## config.mk

```make
export PLATFORM = sky130hd
export DESIGN_NAME = wide_add_sequencer
export DESIGN_NICKNAME = d
export VERILOG_FILES = /design/src/rtl/wide_add_sequencer.sv
export SDC_FILE = /design/constraint.sdc
export NUM_CORES = 1
export LEC_CHECK = 0
export BUFFER_PORTS_ARGS = -buffer_cell sky130_fd_sc_hd__buf_4
export CAP_MARGIN = 20
export CELL_PAD_IN_SITES_DETAIL_PLACEMENT = 1
export CELL_PAD_IN_SITES_GLOBAL_PLACEMENT = 2
export CORE_MARGIN = 2
export CORE_UTILIZATION = 34
export DETAILED_ROUTE_END_ITERATION = 12
export GPL_ROUTABILITY_DRIVEN = 0
export PLACE_DENSITY = 0.83
export RECOVER_POWER = 50
export SLEW_MARGIN = 20
export SYNTH_ARGS = -nofsm -noshare
export SYNTH_HDL_FRONTEND = slang
export SYNTH_SLANG_ARGS = --single-unit
```

## constraint.sdc

```tcl
create_clock -name clk -period 12.5 [get_ports clk]
set_input_delay 3.75 -clock clk [delete_from_list [all_inputs] [get_ports clk]]
set_output_delay 3.75 -clock clk [all_outputs]
set_load 0.02 [all_outputs]
```

## src/rtl/wide_add_sequencer.sv

```systemverilog
// Byte-serial wide adder/subtractor built around a single 8-bit CLA stage.
// Latency: NBYTES cycles from accept to out_valid, fixed and data-independent.
// Backpressure: one operation in flight; in_ready only in IDLE, result held in HOLD until out_ready.

// 8-bit carry-lookahead adder; every carry is a flat sum-of-products of g/p/cin.
// c7 (carry into bit 7) is exposed so the caller can form signed overflow.
module CLA8bit (
  input  logic [7:0] a,
  input  logic [7:0] b,
  input  logic       cin,
  output logic [7:0] sum,
  output logic       cout,
  output logic       c7
);

  logic [7:0] g;
  logic [7:0] p;
  logic [8:0] c;
  logic       term;
  logic       acc;

  // Lookahead carries: c[i+1] = p[i:0]&cin | OR_k( g[k] & p[i:k+1] )
  always_comb begin
    g    = a & b;
    p    = a ^ b;
    c    = '0;
    term = 1'b0;
    acc  = 1'b0;
    c[0] = cin;
    for (int i = 0; i < 8; i++) begin
      term = cin;
      for (int j = 0; j <= i; j++) begin
        term = term & p[j];
      end
      acc = term;
      for (int k = 0; k <= i; k++) begin
        term = g[k];
        for (int j = k + 1; j <= i; j++) begin
          term = term & p[j];
        end
        acc = acc | term;
      end
      c[i+1] = acc;
    end
  end

  assign sum  = p ^ c[7:0];
  assign cout = c[8];
  assign c7   = c[7];

endmodule

module wide_add_sequencer #(
  parameter int NBYTES = 4
) (
  input  logic                clk,
  input  logic                rst,
  input  logic                in_valid,
  output logic                in_ready,
  input  logic                sub,
  input  logic [8*NBYTES-1:0] a,
  input  logic [8*NBYTES-1:0] b,
  output logic                out_valid,
  input  logic                out_ready,
  output logic [8*NBYTES-1:0] result,
  output logic                cout,
  output logic                ovf
);

  localparam int W    = 8 * NBYTES;
  localparam int IDXW = $clog2(NBYTES);
  localparam logic [IDXW-1:0] LAST_IDX = IDXW'(NBYTES - 1);

  typedef enum logic [1:0] {
    IDLE = 2'd0,
    RUN  = 2'd1,
    HOLD = 2'd2
  } state_t;

  state_t          state_q, state_d;
  logic [IDXW-1:0] idx_q, idx_d;
  logic            carry_q, carry_d;
  logic [W-1:0]    a_q, a_d;
  logic [W-1:0]    b_q, b_d;
  logic            sub_q, sub_d;
  logic [W-1:0]    result_q, result_d;
  logic            cout_q, cout_d;
  logic            ovf_q, ovf_d;

  logic [7:0] a_byte;
  logic [7:0] b_byte;
  logic [7:0] b_eff;
  logic [7:0] add_sum;
  logic       add_cout;
  logic       add_c7;

  // Select the operand bytes addressed by the current byte index.
  always_comb begin
    a_byte = '0;
    b_byte = '0;
    for (int i = 0; i < NBYTES; i++) begin
      if (idx_q == IDXW'(i)) begin
        a_byte = a_q[i*8 +: 8];
        b_byte = b_q[i*8 +: 8];
      end
    end
  end

  // Subtract is A + ~B + 1; the +1 comes from the carry register seeded with sub.
  assign b_eff = sub_q ? ~b_byte : b_byte;

  CLA8bit u_cla (
    .a    (a_byte),
    .b    (b_eff),
    .cin  (carry_q),
    .sum  (add_sum),
    .cout (add_cout),
    .c7   (add_c7)
  );

  // Next-state and datapath update for the IDLE -> RUN -> HOLD sequence.
  always_comb begin
    state_d  = state_q;
    idx_d    = idx_q;
    carry_d  = carry_q;
    a_d      = a_q;
    b_d      = b_q;
    sub_d    = sub_q;
    result_d = result_q;
    cout_d   = cout_q;
    ovf_d    = ovf_q;
    case (state_q)
      IDLE: begin
        if (in_valid) begin
          a_d     = a;
          b_d     = b;
          sub_d   = sub;
          idx_d   = '0;
          carry_d = sub;
          state_d = RUN;
        end
      end
      RUN: begin
        for (int i = 0; i < NBYTES; i++) begin
          if (idx_q == IDXW'(i)) begin
            result_d[i*8 +: 8] = add_sum;
          end
        end
        carry_d = add_cout;
        if (idx_q == LAST_IDX) begin
          // Top byte: carry-out is the final flag; overflow is c_in(msb) ^ c_out(msb).
          cout_d  = add_cout;
          ovf_d   = add_c7 ^ add_cout;
          state_d = HOLD;
        end else begin
          idx_d = idx_q + 1'b1;
        end
      end
      HOLD: begin
        if (out_ready) begin
          state_d = IDLE;
        end
      end
      default: begin
        state_d = IDLE;
      end
    endcase
  end

  // State and datapath registers; reset aborts any operation in flight.
  always_ff @(posedge clk or posedge rst) begin
    if (rst) begin
      state_q  <= IDLE;
      idx_q    <= '0;
      carry_q  <= 1'b0;
      a_q      <= '0;
      b_q      <= '0;
      sub_q    <= 1'b0;
      result_q <= '0;
      cout_q   <= 1'b0;
      ovf_q    <= 1'b0;
    end else begin
      state_q  <= state_d;
      idx_q    <= idx_d;
      carry_q  <= carry_d;
      a_q      <= a_d;
      b_q      <= b_d;
      sub_q    <= sub_d;
      result_q <= result_d;
      cout_q   <= cout_d;
      ovf_q    <= ovf_d;
    end
  end

  assign in_ready  = (state_q == IDLE);
  assign out_valid = (state_q == HOLD);
  assign result    = result_q;
  assign cout      = cout_q;
  assign ovf       = ovf_q;

endmodule

```

==> PnR_summary.wiki, run 1 <==
{| class="wikitable"
! Metric !! Value
|-
| CP max stage cell || sky130_fd_sc_hd__clkbuf_1
|-
| Die Outline Area || 0.0153 sq mm
|-
| Clock tree from TritonCTS || built
|-
| Number of fill cells in the layout || approximately 1700
|-
| P&R area growth vs syn || 23.5%
|-
| Main combinational cell family by area after synthesis || simple AND/OR/NAND/NOR gates
|-
| CP cell instances || clkbuf_1 -> and2_2 -> clkbuf_1 -> nand2_1 -> nand2_1
|-
| Initial antenna violation count || 0
|-
| Clock network fraction of total power || 13.9%
|-
| Total GRT Usage || between 10% and 20%
|-
| XOR/XNOR share of the synthesized area || under 10%
|-
| Static Leakage || 3.03 nW
|-
| Mux cell area share after synthesis || less than 1%
|-
| Slew at the pin closest to its max-slew limit || 2.88 ns
|-
| Path category of the worst min-delay check || reg -> reg
|-
| Setup TNS || 0 ns
|-
| Number of enable flip-flop cells after synthesis || 0
|-
| Iteration count of the initial detailed-routing pass || 4
|-
| Fraction of layout instances using a drive strength above 1 || 19.3%
|-
| Fraction of the yosys area taken by sequential cells || a little over half
|-
| Number of port buffers || roughly 100
|-
| Avg Inst Size Synth || roughly 8.6 sq um
|-
| Final max-slew violation count || about 180
|-
| Chip width || between 100 and 150 um
|-
| Setup crit end kind || flip-flop
|-
| Tightest hold margin || approximately 0.48 ns
|-
| Status || complete, but fails checks
|-
| Cell chosen for the clock root || sky130_fd_sc_hd__clkbuf_16
|-
| Maximum achievable frequency || ~0.16 GHz
|-
| Final period demand of the worst path || 6.27 ns
|-
| Post-synthesis share of cell area spent on full adders, half adders and majority gates || under 10%
|-
| Via count of the first global-routing pass || 4144
|-
| Antenna-violating nets left || 0
|-
| Violated checks || max-capacitance violations, max-slew violations
|-
| CP required || 12.77 ns
|-
| Power per Cell Area || 327 mW/mm^2
|-
| CTS clk-pin slew, worst paths || 0.07 ns
|-
| Clk Latency, worst-skew pair || approximately 0.35 ns
|-
| Max rail drop VDD || about 0.098 mV
|-
| Per-cell routed wire length || 15.2 um
|-
| Distinct cells, synth || 31
|-
| Slew margin rel. || -92.1%
|-
| Max Clock Skew || between 0.009 and 0.01 ns
|-
| Synth Instances || 569
|-
| Placed Instances || roughly 830
|-
| Count of buffering cells on the critical path with inverters included || 2
|-
| Via density || ~4.8
|-
| Unrepaired setup endpoints after global routing || no
|-
| Fraction of synthesized cell area taken by the top area cell type || between 50% and 60%
|-
| Post-synthesis instance area || between 0.004 and 0.005 sq mm
|-
| Async SR Flop Fraction || 100%
|-
| Synthesized-area fraction occupied by ao, oa, aoi and oai cells || 14.2%
|-
| Basic-gate share of the synthesized area counting and, or, nand and nor cells || 21.6%
|-
| Fin nets || 740
|-
| Power dissipated by switching net loads || just over 0.9 mW
|-
| Number of clock sinks seen by CTS || 104
|-
| Post-Syn Nets || approximately 650
|-
| Max clock buf depth || 2
|-
| Max-cap violations || 3
|-
| Non-filler cells, final || between 800 and 900
|-
| Top cells by area in the synthesized netlist || sky130_fd_sc_hd__dfrtp_1 53%, sky130_fd_sc_hd__nand2_1 19%, sky130_fd_sc_hd__a21oi_1 4.0%
|-
| Final routed wirelength across all metal layers || roughly 13000 um
|-
| Iter 0 DRT Violations || between 150 and 200
|-
| Cell accounting for the most synthesized area || sky130_fd_sc_hd__dfrtp_1
|-
| CTS buffer count || 9
|-
| Sw Ratio || about 47%
|-
| Number of hold buffers added after cts || 0
|-
| Number of DRC violations after detailed routing || 0
|-
| Estimated wirelength of the detail-placed design || slightly above 9000 um
|-
| Hold Violations, Final || 0
|-
| Kind of start point of the critical path || input port
|-
| Number of antenna diodes || 0
|-
| Number of top-level pins || approximately 110
|-
| Routed vias || 4021
|-
| Kind of critical path || in -> reg
|-
| Height of the chip || 124 um
|-
| Period utilization || between 50% and 60%
|-
| Post-layout utilization of the core || 43.2%
|-
| Count of buffers added by post-CTS timing repair for setup || 0
|-
| CP max stage delay || about 2.0 ns
|-
| First-pass GRT wire length || between 20000 and 25000 um
|-
| Pin count of the biggest net entering global routing || 74
|-
| Initial core utilization || a little over a third
|-
| Worst-path maximum fanout || 73
|-
| Tot Pwr || between 1.5 and 2 mW
|-
| List of most frequent post-synthesis cells || 243 x sky130_fd_sc_hd__nand2_1, 104 x sky130_fd_sc_hd__dfrtp_1, 39 x sky130_fd_sc_hd__a21oi_1
|-
| #FFs+latches synth || between 100 and 150
|-
| Core Area || approximately 0.014 sq mm
|-
| Most common flop cell mapped by yosys || sky130_fd_sc_hd__dfrtp_1
|-
| Crit-path leading delay family || buffers and inverters
|-
| Post_cts resized || 0
|-
| Internal cell power || 1.04 mW
|-
| Relative contribution of sequential cells to total power || around 30%
|-
| Row cnt || 43
|-
| WP data arrival || 6.54 ns
|-
| Dominant cell by count in the synthesized netlist || sky130_fd_sc_hd__nand2_1
|-
| Power share of the combinational group || between 50 and 60%
|-
| Count of endpoints failing setup in the final report || 0
|-
| Synth warnings || 0
|-
| Overflow left after global routing || 0
|-
| Htree depth || 3
|}
[metal layers]
metal	up-vias	global-route usage, %	wire (um)
met5	-	0	0
met2	89	28.5	5980
met1	1906	24.7	6140
met4	0	4.97	200
met3	14	3.21	501
li1	2012	-	-
[logic make-up (layout without fill, tap and decap cells)]
kind of cell	after synthesis	in the layout
simple gates	268	268
buf+inv	49	142
mux	1	1
flops	104	104
compound gates	119	119
fa+ha+maj	14	14
xor+xnor	14	14
[cells in the final DEF (no fill, tap or decap), drive strengths merged, types with 3 or more instances in the layout]
| master | count |
|---|---|
| a22oi | 9 |
| o22ai | 3 |
| xnor2 | 12 |
| clkbuf | 13 |
| inv | 19 |
| clkinv | 3 |
| buf | 105 |
| nor2 | 10 |
| dfrtp | 104 |
| nand3b | 8 |
| o21ai | 59 |
| nand2 | 243 |
| ha | 13 |
| a21oi | 40 |
[stage by stage]
stage | area, sq um | worst slack (ns)
floorplan | 4870 | 6.02
global placement | 5780 | 7.40
detailed placement | 5780 | 7.38
CTS | 6070 | 7.50
global route | 6010 | 5.65
finish | 6010 | 6.23
[tightest hold or removal path: cells and delay by family, from the launching register on]
family,cells,cell delay [ns]
simple gates,2,0.10
flops,1,0.35
[registers in the layout (all words and copies together) (netlist names)]
name and cells:
a_q 32, b_q 32, carry_q 1, cout 1, idx_q 2, ovf 1
result 32, state_q 2, sub_q 1
[area by class of cell]
class / count / area [sq um] / share of cell area [%]
Clock buffer: 9 / 225 / 3.74
Clock inverter: 7 / 62.6 / 1.04
Inverter: 17 / 65.1 / 1.08
Multi-Input combinational cell: 416 / 2020 / 33.6
Sequential cell: 104 / 2600 / 43.3
Tap cell: 180 / 225 / 3.74
Timing Repair Buffer: 109 / 811 / 13.5
[final timing paths]
| check | start | to | slack (ns) | cells after the start |
|---|---|---|---|---|
| min in group asynchronous | rst | result[29] | 3.88 | 2 |
| worst min-delay path | b_q[26] | b_q[26] | 0.48 | 2 |
| worst min register to register | b_q[26] | b_q[26] | 0.48 | 2 |
| max in group asynchronous | rst | sub_q | 7.07 | 3 |
| worst max-delay path | in_valid | a_q[16] | 6.23 | 5 |
| worst max register to register | idx_q[0] | result[15] | 8.71 | 13 |
[power by group through the flow]
| stage | clock network, mW | registers, mW | logic [mW] |
|---|---|---|---|
| floorplan | 0 | 0.634 | 0.757 |
| global placement | 0 | 0.594 | 1.14 |
| detailed placement | 0 | 0.604 | 1.18 |
| CTS | 0.280 | 0.599 | 1.18 |
| global route | 0.293 | 0.617 | 1.24 |
| finish | 0.273 | 0.596 | 1.09 |
(Power assumes the default switching activity.)
==> run 2, diff against run 1 <==
ABC_AREA = 1   (was not set)
CORE_UTILIZATION = 32   (was 34)
PLACE_DENSITY = 0.79   (was 0.83)
clock period = 6.05 ns   (was 12.5 ns; I/O delays follow)
==> PnR_summary.wiki, run 2 <==
{| class="wikitable"
! Metric !! Value
|-
| Number of enable flip-flop cells after synthesis || 0
|-
| Antenna-violating nets left || 0
|-
| Estimated wirelength of the detail-placed design || between 9000 and 10000 um
|-
| Path category of the worst min-delay check || reg -> reg
|-
| Setup crit end kind || asynchronous set/reset pin
|-
| Fin nets || approximately 770
|-
| Cells on worst reg2reg path || 17
|-
| Sw Ratio || between 40% and 50%
|-
| Slew at the pin closest to its max-slew limit || roughly 2.8 ns
|-
| Chip width || 129 um
|-
| Number of antenna diodes || 0
|-
| Tot Pwr || between 4 and 5 mW
|-
| Per-cell routed wire length || between 15 and 20 um
|-
| Unrepaired setup endpoints after global routing || no
|-
| CP max stage delay || about 1.5 ns
|-
| Relative contribution of sequential cells to total power || around 29%
|-
| Hold_sp || b_q[23]
|-
| Iteration count of the initial detailed-routing pass || 4
|-
| Hold Violations, Final || 0
|-
| Hold Path Depth || 2
|-
| Initial core utilization || 32.8%
|-
| Internal cell power || ~2.2 mW
|-
| P&R area growth vs syn || 20.9%
|-
| WP data arrival || ~4.6 ns
|-
| Maximum achievable frequency || between 0.2 and 0.25 GHz
|-
| Pin count of the biggest net entering global routing || 84
|-
| Worst r2r src || idx_q[0]
|-
| Most common flop cell mapped by yosys || sky130_fd_sc_hd__dfrtp_1
|-
| Top cells by area in the synthesized netlist || sky130_fd_sc_hd__dfrtp_1 52%, sky130_fd_sc_hd__nand2_1 20%, sky130_fd_sc_hd__o21ai_0 3.8%
|-
| Distinct cells, synth || 34
|-
| Final max-slew violation count || 61
|-
| Via count of the first global-routing pass || between 4000 and 5000
|-
| Static Leakage || around 3 nW
|-
| Count of buffers added by post-CTS timing repair for setup || 0
|-
| Async SR Flop Fraction || 100%
|-
| Cell accounting for the most synthesized area || sky130_fd_sc_hd__dfrtp_1
|-
| Initial antenna violation count || 0
|-
| Slew margin rel. || -85.6%
|-
| Routed vias || between 4000 and 5000
|-
| Status || complete, but fails checks
|-
| Core Area || between 0.015 and 0.02 sq mm
|-
| Number of hold buffers added after cts || 0
|-
| Via density || between 4 and 5
|-
| Most frequent cells in the layout || 259 x sky130_fd_sc_hd__nand2_1, 104 x sky130_fd_sc_hd__dfrtp_1, 70 x sky130_fd_sc_hd__buf_4
|-
| List of most frequent post-synthesis cells || 259 x sky130_fd_sc_hd__nand2_1, 104 x sky130_fd_sc_hd__dfrtp_1, 38 x sky130_fd_sc_hd__o21ai_0
|-
| Post-synthesis instance area || 0.00498 sq mm
|-
| Max clock buf depth || 2
|-
| Violated checks || max-capacitance violations, max-slew violations
|-
| Max rail drop VDD || around 0.25 mV
|-
| Number of port buffers || between 100 and 150
|-
| CP cell instances || clkbuf_4 -> clkinvlp_2 -> clkbuf_2
|-
| CP required || around 6.4 ns
|-
| CP max stage cell || sky130_fd_sc_hd__clkinvlp_2
|-
| Kind of start point of the critical path || input port
|-
| Final period demand of the worst path || ~4.3 ns
|-
| Max-cap violations || 1
|-
| Synth Instances || ~600
|-
| #FFs+latches synth || 104
|-
| Fraction of the yosys area taken by sequential cells || a little over half
|-
| First-pass GRT wire length || between 20000 and 25000 um
|-
| Power dissipated by switching net loads || about 2.1 mW
|-
| Endpoint of the most critical register-to-register path || result[12]
|-
| Number of DRC violations after detailed routing || 0
|-
| Iter 0 DRT Violations || ~230
|-
| Power per Cell Area || a little over 700 mW/mm^2
|-
| Final routed wirelength across all metal layers || ~14000 um
|-
| Number of clock sinks seen by CTS || around 100
|-
| Setup TNS || 0 ns
|-
| Fraction of synthesized cell area taken by the top area cell type || a little over half
|-
| Period utilization || a little under three quarters
|-
| CTS clk-pin slew, worst paths || roughly 0.070 ns
|-
| Dominant cell by count in the synthesized netlist || sky130_fd_sc_hd__nand2_1
|-
| Worst-path maximum fanout || 60
|-
| Htree depth || 3
|-
| CTS buffer count || 9
|-
| Clk Latency, worst-skew pair || 0.36 ns
|-
| Die Outline Area || approximately 0.017 sq mm
|-
| Row cnt || 45
|-
| Post-Syn Nets || 680
|-
| Count of endpoints failing setup in the final report || 0
|-
| Endpoint with the worst hold slack || b_q[23]
|-
| Height of the chip || roughly 130 um
|-
| Cell chosen for the clock root || sky130_fd_sc_hd__clkbuf_16
|-
| Total GRT Usage || 17.2%
|-
| Kind of critical path || in -> async
|-
| Post_cts resized || 0
|-
| Commonest non-fill, non-tap cell in the layout || sky130_fd_sc_hd__nand2_1
|-
| Fraction of layout instances using a drive strength above 1 || 16.5%
|-
| Avg Inst Size Synth || approximately 8.3 sq um
|-
| Overflow left after global routing || 0
|-
| R2R Setup Slk || 2.32 ns
|-
| Clock tree from TritonCTS || built
|-
| Clock network fraction of total power || 14.3%
|-
| Power share of the combinational group || a little under three fifths
|-
| Synth warnings || 0
|-
| Number of top-level pins || 105
|-
| Max Clock Skew || about 0.011 ns
|}
-- run 2: per-stage QoR --
step	cells	cell area, sq um	hold slack [ns]	worst slack, ns	util, %
finish	878	6020	0.478	1.74	39.6
global placement	862	5850	0.460	2.41	38.5
global route	878	6020	0.500	1.17	39.6
detailed placement	862	5850	0.464	2.30	38.5
floorplan	597	4980	0.444	1.50	-
CTS	878	6150	0.483	2.29	40.5
-- run 2: logic make-up (layout without fill, tap and decap cells) --
group	Yosys count	after routing	synth area share [%]
adder cells (fa/ha/maj)	14	14	3.67
AO/OA/AOI/OAI	83	83	9.26
flip-flops	104	104	52.2
AND/OR/NAND/NOR	313	313	25.6
buffers and inverters	69	162	6.48
XOR/XNOR	14	14	2.76
-- run 2: per-layer routing --
| metal | global-route usage, % | vias to the layer above | routed length (um) |
|---|---|---|---|
| met5 | 0 | - | 0 |
| met4 | 6.27 | 0 | 205 |
| met3 | 2.66 | 12 | 548 |
| met2 | 27.7 | 91 | 6300 |
| met1 | 23.6 | 1964 | 6570 |
| li1 | - | 2046 | - |
-- run 2: final cells by class --
cell class	count	area [sq um]
flip-flops and latches	104	2600
multi-input cells	424	2060
clock buffers	11	253
inverters	40	155
repair buffers	106	666
well taps	188	235
fillers	1848	9180
clock inverters	5	53.8
-- run 2: worst max-delay path by stage --
stage	from	to	slack, ns	cells after the start
5_1_grt	rst	a_q[25]	1.17	3
3_3_place_gp	in_valid	a_q[6]	2.41	6
2_1_floorplan	rst	a_q[0]	1.50	1
3_5_place_dp	in_valid	carry_q	2.30	8
4_1_cts	idx_q[0]	result[12]	2.29	17
6_report	rst	a_q[16]	1.74	3
-- run 2: power groups by stage --
stage,Sequential (mW),Clock (mW),Combinational [mW]
global placement,1.23,0,2.47
floorplan,1.30,0,1.74
finish,1.22,0.609,2.44
global route,1.26,0.653,2.76
CTS,1.23,0.629,2.58
detailed placement,1.24,0,2.56
-- run 2: worst max-delay path, delay by kind of cell --
kind / cells / cell delay [ns]
buf+inv: 3 / 2.74
